$ cat src/rtl/aer_out_handshake_pkg.sv
// Shared AER definitions for the SNN accelerator output path.
package pa_SnnAccelerator;

  localparam int AER_ADDR_WIDTH = 8;

  typedef enum logic [1:0] {
    IDLE   = 2'd0,
    SETUP  = 2'd1,
    REQ_HI = 2'd2,
    ACK_LO = 2'd3
  } aer_state_e;

endpackage

$ cat src/rtl/aer_out_handshake_fifo.sv
// Spike-event buffer: power-of-two ring with a combinational head and an occupancy count.
module aer_fifo #(
  parameter int DEPTH = 4,
  parameter int W     = 8,
  localparam int PW   = $clog2(DEPTH)
) (
  input  logic         clk,
  input  logic         rst,
  input  logic         push,
  input  logic [W-1:0] wdata,
  input  logic         pop,
  output logic [W-1:0] rdata,
  output logic         full,
  output logic         empty,
  output logic [PW:0]  count
);

  logic [W-1:0]  mem [DEPTH];
  logic [PW-1:0] wr_ptr, rd_ptr;
  logic          push_ok, pop_ok;

  assign full    = (count == (PW+1)'(DEPTH));
  assign empty   = (count == '0);
  assign push_ok = push && !full;
  assign pop_ok  = pop && !empty;
  assign rdata   = mem[rd_ptr];

  // Pointers are exactly PW bits wide, so wrap modulo DEPTH is free.
  always_ff @(posedge clk) begin
    if (rst) begin
      wr_ptr <= '0;
      rd_ptr <= '0;
      count  <= '0;
    end else begin
      if (push_ok) wr_ptr <= wr_ptr + PW'(1);
      if (pop_ok)  rd_ptr <= rd_ptr + PW'(1);
      case ({push_ok, pop_ok})
        2'b10:   count <= count + (PW+1)'(1);
        2'b01:   count <= count - (PW+1)'(1);
        default: count <= count;
      endcase
    end
  end

  always_ff @(posedge clk) begin
    if (push_ok) mem[wr_ptr] <= wdata;
  end

endmodule

$ cat src/rtl/aer_out_handshake.sv
// Output-spike AER sender: buffers core spikes and emits them over a 4-phase REQ/ACK link,
// also latching the first spike of each classification window.
module aer_out_handshake
  import pa_SnnAccelerator::*;
#(
  parameter int FIFO_DEPTH  = 4,
  parameter int ADDR_W      = AER_ADDR_WIDTH,
  parameter int SYNC_STAGES = 2
) (
  input  logic              CLK,
  input  logic              RST,
  input  logic              SPK_VALID,
  input  logic [ADDR_W-1:0] SPK_ADDR,
  output logic              SPK_READY,
  input  logic              CLR_FIRST,
  output logic              AEROUT_REQ,
  input  logic              AEROUT_ACK,
  output logic [ADDR_W-1:0] AEROUT_ADDR,
  output logic              FIFO_FULL,
  output logic              FIRST_SPK_VALID,
  output logic [ADDR_W-1:0] FIRST_SPK_ADDR
);

  localparam int CW = $clog2(FIFO_DEPTH) + 1;

  if (FIFO_DEPTH < 2 || (FIFO_DEPTH & (FIFO_DEPTH - 1)) != 0 || SYNC_STAGES < 2) begin : g_bad_param
    $error("aer_out_handshake: FIFO_DEPTH must be a power of two >= 2, SYNC_STAGES >= 2");
  end

  logic              push, pop;
  logic              fifo_full, fifo_empty;
  logic [ADDR_W-1:0] head;
  logic [CW-1:0]     occ_unused;  // fill level, left for debug visibility

  assign SPK_READY = !fifo_full;
  assign FIFO_FULL = fifo_full;
  assign push      = SPK_VALID && SPK_READY;

  aer_fifo #(.DEPTH(FIFO_DEPTH), .W(ADDR_W)) u_fifo (
    .clk   (CLK),
    .rst   (RST),
    .push  (push),
    .wdata (SPK_ADDR),
    .pop   (pop),
    .rdata (head),
    .full  (fifo_full),
    .empty (fifo_empty),
    .count (occ_unused)
  );

  // ACK comes from off-chip with no timing relation to CLK.
  logic [SYNC_STAGES-1:0] ack_sync;
  logic                   ack_s;

  always_ff @(posedge CLK) begin
    if (RST) ack_sync <= '0;
    else     ack_sync <= {ack_sync[SYNC_STAGES-2:0], AEROUT_ACK};
  end
  assign ack_s = ack_sync[SYNC_STAGES-1];

  aer_state_e        state_q, state_d;
  logic              req_d;
  logic [ADDR_W-1:0] addr_d;

  always_ff @(posedge CLK) begin
    if (RST) begin
      state_q     <= IDLE;
      AEROUT_REQ  <= 1'b0;
      AEROUT_ADDR <= '0;
    end else begin
      state_q     <= state_d;
      AEROUT_REQ  <= req_d;
      AEROUT_ADDR <= addr_d;
    end
  end

  // Address is loaded only on the IDLE pop, so it holds for the whole handshake.
  always_comb begin
    state_d = state_q;
    req_d   = AEROUT_REQ;
    addr_d  = AEROUT_ADDR;
    pop     = 1'b0;
    case (state_q)
      IDLE: begin
        if (!fifo_empty) begin
          pop     = 1'b1;
          addr_d  = head;
          state_d = SETUP;
        end
      end
      SETUP: begin
        req_d   = 1'b1;
        state_d = REQ_HI;
      end
      REQ_HI: begin
        if (ack_s) begin
          req_d   = 1'b0;
          state_d = ACK_LO;
        end
      end
      ACK_LO: begin
        if (!ack_s) state_d = IDLE;
      end
      default: state_d = IDLE;
    endcase
  end

  // A clear coinciding with a push starts the new window with that push.
  always_ff @(posedge CLK) begin
    if (RST) begin
      FIRST_SPK_VALID <= 1'b0;
      FIRST_SPK_ADDR  <= '0;
    end else if (push && (CLR_FIRST || !FIRST_SPK_VALID)) begin
      FIRST_SPK_VALID <= 1'b1;
      FIRST_SPK_ADDR  <= SPK_ADDR;
    end else if (CLR_FIRST) begin
      FIRST_SPK_VALID <= 1'b0;
    end
  end

endmodule
$ cat config.mk
export PLATFORM = sky130hd
export DESIGN_NAME = aer_out_handshake
export DESIGN_NICKNAME = d
export VERILOG_FILES = /design/src/rtl/aer_out_handshake_pkg.sv /design/src/rtl/aer_out_handshake_fifo.sv /design/src/rtl/aer_out_handshake.sv
export SDC_FILE = /design/constraint.sdc
export NUM_CORES = 1
export LEC_CHECK = 0
export CORE_AREA = 4 4 77 79
export CTS_CLUSTER_SIZE = 24
export DETAILED_ROUTE_END_ITERATION = 7
export DIE_AREA = 0 0 81 83
export PLACE_DENSITY = 0.71
export SLEW_MARGIN = 10
export SYNTH_ARGS = -nofsm -noshare
export SYNTH_HDL_FRONTEND = slang
export SYNTH_HIERARCHICAL = 1
export SYNTH_SLANG_ARGS = --single-unit
$ cat constraint.sdc
create_clock -name CLK -period 4.9 [get_ports CLK]
set_input_delay 0.98 -clock CLK [delete_from_list [all_inputs] [get_ports CLK]]
set_output_delay 0.98 -clock CLK [all_outputs]
set_load 0.005 [all_outputs]
# Word level (Yosys, flattened, before mapping)
# Memory sizes are Yosys's and may differ from the RTL's. A register that Yosys moved wholly into a read port is not among the register bits.
# Cells that the tools add are included.
[word_totals] reg_bits=21 latch_bits=0 mem_bits_rw=32 mem_bits_ro=0 input_bits=13 output_inout_bits=20 n_memories=1
[op_classes] addsub=4 multipliers=0 div=0 magnitude_cmp=0 n_eq_ne=9 shift=0 mux=13 n_bitwise=1 n_reduce_logical=16
[memory_table] name="u_fifo.mem" words=4 word_bits=8 read_ports=1 rd_clocked_by_memory_dff=1 wr=1 line="aer_out_handshake_fifo.sv:18" source="logic [W-1:0] mem [DEPTH];"
[ops] operator="$pmux W2 S4" count=1
[ops] operator="$mux W1" count=7
[ops] operator="$eq A2 B2 Y1 const B" count=3
[ops] operator="$mux W2" count=3
[ops] operator="$ne A2 B2 Y1 const B" count=3
[ops] operator="$pmux W3 S2" count=1
[ops] operator="$reduce_bool A2 Y1" count=3
[ops] operator="$add A2 B1 Y2 const B" count=2
[ops] operator="$eq A2 B1 Y1 const B" count=2
[ops] operator="$logic_and A1 B1 Y1" count=4
[ops] operator="$reduce_and A2 Y1" count=2
[ops] operator="$add A3 B1 Y3 const B" count=1
[ops] operator="$eq A3 B3 Y1 const B" count=1
[ops] operator="$logic_not A1 Y1" count=3
[ops] operator="$logic_not A3 Y1" count=1
[ops] operator="$reduce_and A3 Y1" count=1
[ops] operator="$sub A3 B1 Y3 const B" count=1
[ops] operator="$logic_not A2 Y1" count=1
[ops] operator="$pmux W1 S2" count=1
[ops] operator="$logic_or A1 B1 Y1" count=1
[ops] operator="$not A1 Y1" count=1

# Depth between registers and ports, before layout
[depth] word_depth=6 ltp_mapped=13

# Modules after synthesis
# The synthesis kept the hierarchy.
[modules_own_cells] module="aer_fifo" instances=1 cells_per_inst=96 area_each_um2=1630.3 seq_area_each_um2=1141.1
[modules_own_cells] module="aer_out_handshake" instances=1 cells_per_inst=103 area_each_um2=902.1 seq_area_each_um2=440.4

# Least setup slack after synthesis
# Ideal clock, no wire load.
[synth_path] kind="input to register" startpoint="input port SPK_VALID" endpoint="register u_fifo.count[2]" setup_ps=70 t_arrival_ps=2603 slack_ps=2227 cell_stages=12 path_buffers=1 path_cell_list="nand2b_1 buf_6 clkinv_4 inv_1 nor2_1 inv_1 ha_1 inv_1 fa_1 xor2_1 or3_1 a21oi_1"
[synth_via] elab_chain_len=4 elab_cells_between_ends=6 cone_classes="eq/ne: 2; mux: 1; reduce/logical: 3"
[synth_rtl] item="start: declaration" line="aer_out_handshake.sv:12" source="input logic SPK_VALID,"
[synth_rtl] item="$logic_and A1 B1 Y1 *" line="aer_out_handshake.sv:37" source="assign push = SPK_VALID && SPK_READY;"
[synth_rtl] item="via push" line="aer_out_handshake.sv:30" source="logic push, pop;"
[synth_rtl] item="$logic_and A1 B1 Y1 *" line="aer_out_handshake_fifo.sv:24" source="assign push_ok = push && !full;"
[synth_rtl] item="$eq A2 B1 Y1 / $eq A2 B2 Y1 (equally long branches)" line="aer_out_handshake_fifo.sv:37" source="case ({push_ok, pop_ok})"
[synth_rtl] item="$pmux W3 S2 / $reduce_bool A2 Y1 (equally long branches)"
[synth_rtl] item="end signal: assignment" line="aer_out_handshake_fifo.sv:38" source="2'b10: count <= count + (PW+1)'(1);"
[synth_rtl] item="end signal: assignment" line="aer_out_handshake_fifo.sv:39" source="2'b01: count <= count - (PW+1)'(1);"
[synth_rtl] item="end signal: assignment" line="aer_out_handshake_fifo.sv:40" source="default: count <= count;"
[synth_rtl] item="end: declaration" line="aer_out_handshake_fifo.sv:15" source="output logic [PW:0] count"
# The timed path passes the listed nets; every way through them passes the cells marked *.
# A chain may end at the register's enable or synchronous reset.

# Worst setup path after layout
# Same ends and word-level chain as after synthesis.

==> Implementation_results.wiki <==
{| class="wikitable"
! Metric !! Value
|-
| Clock Skews || 0.00772 ns
|-
| Total nets after synthesis || 222
|-
| Via count of the routed design || 1583
|-
| Largest buffer count on any clock path || 2
|-
| Effective utilization at floorplan || 0.474
|-
| Final count of hold timing violations || 0
|-
| Clock buffer count from CTS || 9
|-
| Start point of the critical path || SPK_VALID
|-
| Via density || 5.07
|-
| Yosys Warn Count || 6
|-
| Largest voltage drop on the vdd net || 0.211 mV
|-
| Cell area power density || 530 mW/mm2
|-
| Cell count after synthesis || 199
|-
| Clock Root Buffer || clkbuf_8
|-
| Core Rows || 27
|-
| Final design utilization || 0.582
|-
| Biggest fanout along the worst timing path || 10
|-
| Synth Register Bits || 63
|-
| Cell area after synthesis || 0.00253 mm2
|-
| Headroom to the max-slew limit || 0.614
|-
| Residual overflow from global routing || 0
|-
| Setup violators final || 0
|-
| Capturing instance or port of the critical path || u_fifo/count[2]
|-
| Count of cells resized by post-cts repair || 0
|-
| Biggest area contributors in the synthesized netlist || edfxtp_1, dfxtp_1, mux4_2, ha_1, a21oi_1
|-
| WP buf/inv || 5
|-
| Hold Slack || 0.436 ns
|-
| Slowest stage cell on the critical path || clkdlybuf4s50_1
|-
| Hold_sp || ack_sync[0]
|-
| Total met2 wirelength after detailed routing || 2070 um
|-
| Cell count of the worst reg-to-reg path || 12
|-
| Cell depth of the worst min-delay path || 1
|-
| Setup repair after global routing missed its margin || no
|-
| Antenna violations before repair || 0
|-
| Required @ worst endpoint || 5.15 ns
|-
| Total number of H-tree levels || 3
|-
| Wire length after detailed routing || 4540 um
|-
| Main synth FF type || edfxtp_1
|-
| Routed len/inst || 14.5 um
|-
| Design Area, Final || 0.00311 mm2
|-
| Logic depth of the worst setup path including buffers || 12
|-
| Total cell area at the placement stage || 0.00290 mm2
|-
| Post-CTS Setup Inserts || 0
|-
| Cell family with the largest share of critical-path delay || buffers and inverters
|-
| Number of filler cells placed in the layout || 471
|-
| Global placer's final weighted congestion || 0.726
|-
| Number of synthesized flops with an enable pin || 32
|-
| 1st-pass router iterations || 4
|-
| Fin crit period || 3.04 ns
|-
| TritonCTS clock tree || built
|-
| Arrival time reported for the critical path endpoint || 3.30 ns
|-
| Initial DRC Count || 101
|-
| Static Leakage || 1.11 nW
|-
| Endpoint kind of the worst setup timing path || flop
|-
| Startpoint types || input port
|-
| Final max-slew violation count || 0
|-
| Detail Placement HPWL || 3070 um
|-
| Overall power consumption || 1.65 mW
|-
| Max Clk Rate || 0.329 GHz
|-
| CP max stage delay || 0.40 ns
|-
| Floorplan die height || 83 um
|-
| Top-level I/O count || 33
|-
| Pin count of the biggest net entering global routing || 33
|-
| Die Area || 0.00672 mm2
|-
| Metal1 wirelength || 2060 um
|-
| Final ANT Viol Nets || 0
|-
| Count of max-cap constraint violations || 0
|-
| Mean cell area of the mapped netlist || 12.7 um2
|-
| Total routing resource utilization after global routing || 0.148
|-
| Biggest area consumer among synthesized cells || edfxtp_1
|-
| Classification of the worst setup path || input port to flop
|-
| Share of the synthesized area in the top cell type || 0.379
|-
| Type of the most critical hold path || flop to flop
|-
| Area grow syn2layout || 22.7%
|-
| CTS sink count || 63
|-
| Latest clock arrival within the worst-skew pair || 0.32 ns
|-
| Sequence of cells on the critical path || clkdlybuf4s50_1 -> nand2b_1 -> clkinv_4 -> inv_1 -> nor2_1 -> inv_1 -> ha_1 -> inv_1 -> fa_1 -> xor2_1 -> or3_1 -> a21oi_1
|-
| CTS Hold Bufs || 0
|-
| Total length of routed met3 wires || 328 um
|-
| Vias in the first global route || 1487
|-
| Setup total negative slack || 0 ns
|-
| Net total in the final layout || 258
|-
| Global-route wire length before repair || 7410 um
|-
| Startpoint of the worst register-to-register path || u_fifo/count[2]
|-
| Endpoint of the worst register-to-register path || u_fifo/count[2]
|-
| Part of the cycle the worst path needs || 0.621
|-
| Cell type with the highest occurrence count on the critical path || inv_1
|-
| Number of port buffers || 32
|-
| Status || finished clean
|-
| Part of the Yosys area used for sequential elements || 0.625
|-
| Measured slew at the worst slew-check pin || 0.578 ns
|-
| Chip Width || 81 um
|-
| Highest routing layer actually used || met4
|-
| Count of distinct cell types in the synthesized netlist || 30
|-
| Share of flip-flops with an asynchronous set or reset || 0
|-
| Core Region || 0.00534 mm2
|-
| Worst setup slack for register-to-register paths || 2.07 ns
|-
| Share of post-route cells with drive strength above 1 || 0.117
|-
| Drc violations || 0
|-
| Antenna diodes || 0
|-
| Clock-pin slew reported for the worst setup and hold paths after clock tree synthesis || 0.06 ns
|}
[routing by layer]
metal	track usage	vias to the layer above
li1	-	781
met3	0.0325	7
met5	0	-
met4	0.0783	0
met2	0.211	56
met1	0.210	739
[stage by stage]
step	instances	setup WS, ns
2_1_floorplan	199	2.23
3_3_place_gp	296	1.58
3_5_place_dp	296	1.53
4_1_cts	312	1.87
5_1_grt	312	1.69
6_report	312	1.86
[worst min path at each step]
stage	end	slack, ns
final	ack_sync[1]	0.44
after CTS	ack_sync[1]	0.44
after global routing	ack_sync[1]	0.46
after global placement	ack_sync[1]	0.42
after floorplan	ack_sync[1]	0.41
after detailed placement	ack_sync[1]	0.42
[kinds of logic after synthesis]
logic type,share of synthesized area
mux,0.0791
buf+inv,0.0425
xor+xnor,0.0104
fa+ha+maj,0.0524
compound gates,0.0800
simple gates,0.111
flops,0.625
[cell usage in the layout, fill, tap and decap left out, types with 2 or more instances in the layout]
cell and count:
clkdlybuf4s50_1 32, nand2b_1 7, ha_1 9, clkinv_2 3, clkbuf_1 2, xor2_1 3
nand3_1 8, o21ai_0 11, mux2i_1 2, dfxtp_1 31, nor2b_1 3, nand2_1 18
nor2_1 8, inv_1 11, or3_1 3, a21oi_1 22, bufinv_16 2, and2b_1 2
edfxtp_1 32, mux4_2 8, clkbuf_8 9, and2_1 4
[where the power goes]
| part | switching (mW) | internal, mW |
|---|---|---|
| Sequential | 0.0745 | 0.657 |
| Clock | 0.184 | 0.284 |
| Combinational | 0.214 | 0.234 |
[final cells by class]
class	instances	area, um2	share of cell area
Clock buffer	11	131	0.0423
Clock inverter	5	75.1	0.0242
Inverter	13	58.8	0.0189
Multi-Input combinational cell	115	843	0.271
Sequential cell	63	1580	0.509
Tap cell	72	90.1	0.0290
Timing Repair Buffer	33	328	0.105
[registers in the layout (all words and copies together) (netlist names), named ones only]
name,flops
AEROUT_REQ,1
u_fifo/rd_ptr,2
AEROUT_ADDR,8
u_fifo/wr_ptr,2
ack_sync,2
FIRST_SPK_VALID,1
state_q,2
u_fifo/count,3
u_fifo/mem,32
FIRST_SPK_ADDR,8
[Yosys cell counts, drive strengths merged (2+ instances only)]
library cell and number:
nor2b 3, and2 4, nand2b 7, and2b 2
dfxtp 31, xor2 3, inv 12, ha 9
nand2 18, a21oi 22, buf 7, o21ai 11
nand3 8, mux4 8, mux2i 2, nor2 8
or3 3, edfxtp 32
No activity file was read; power rests on OpenSTA's default activity.
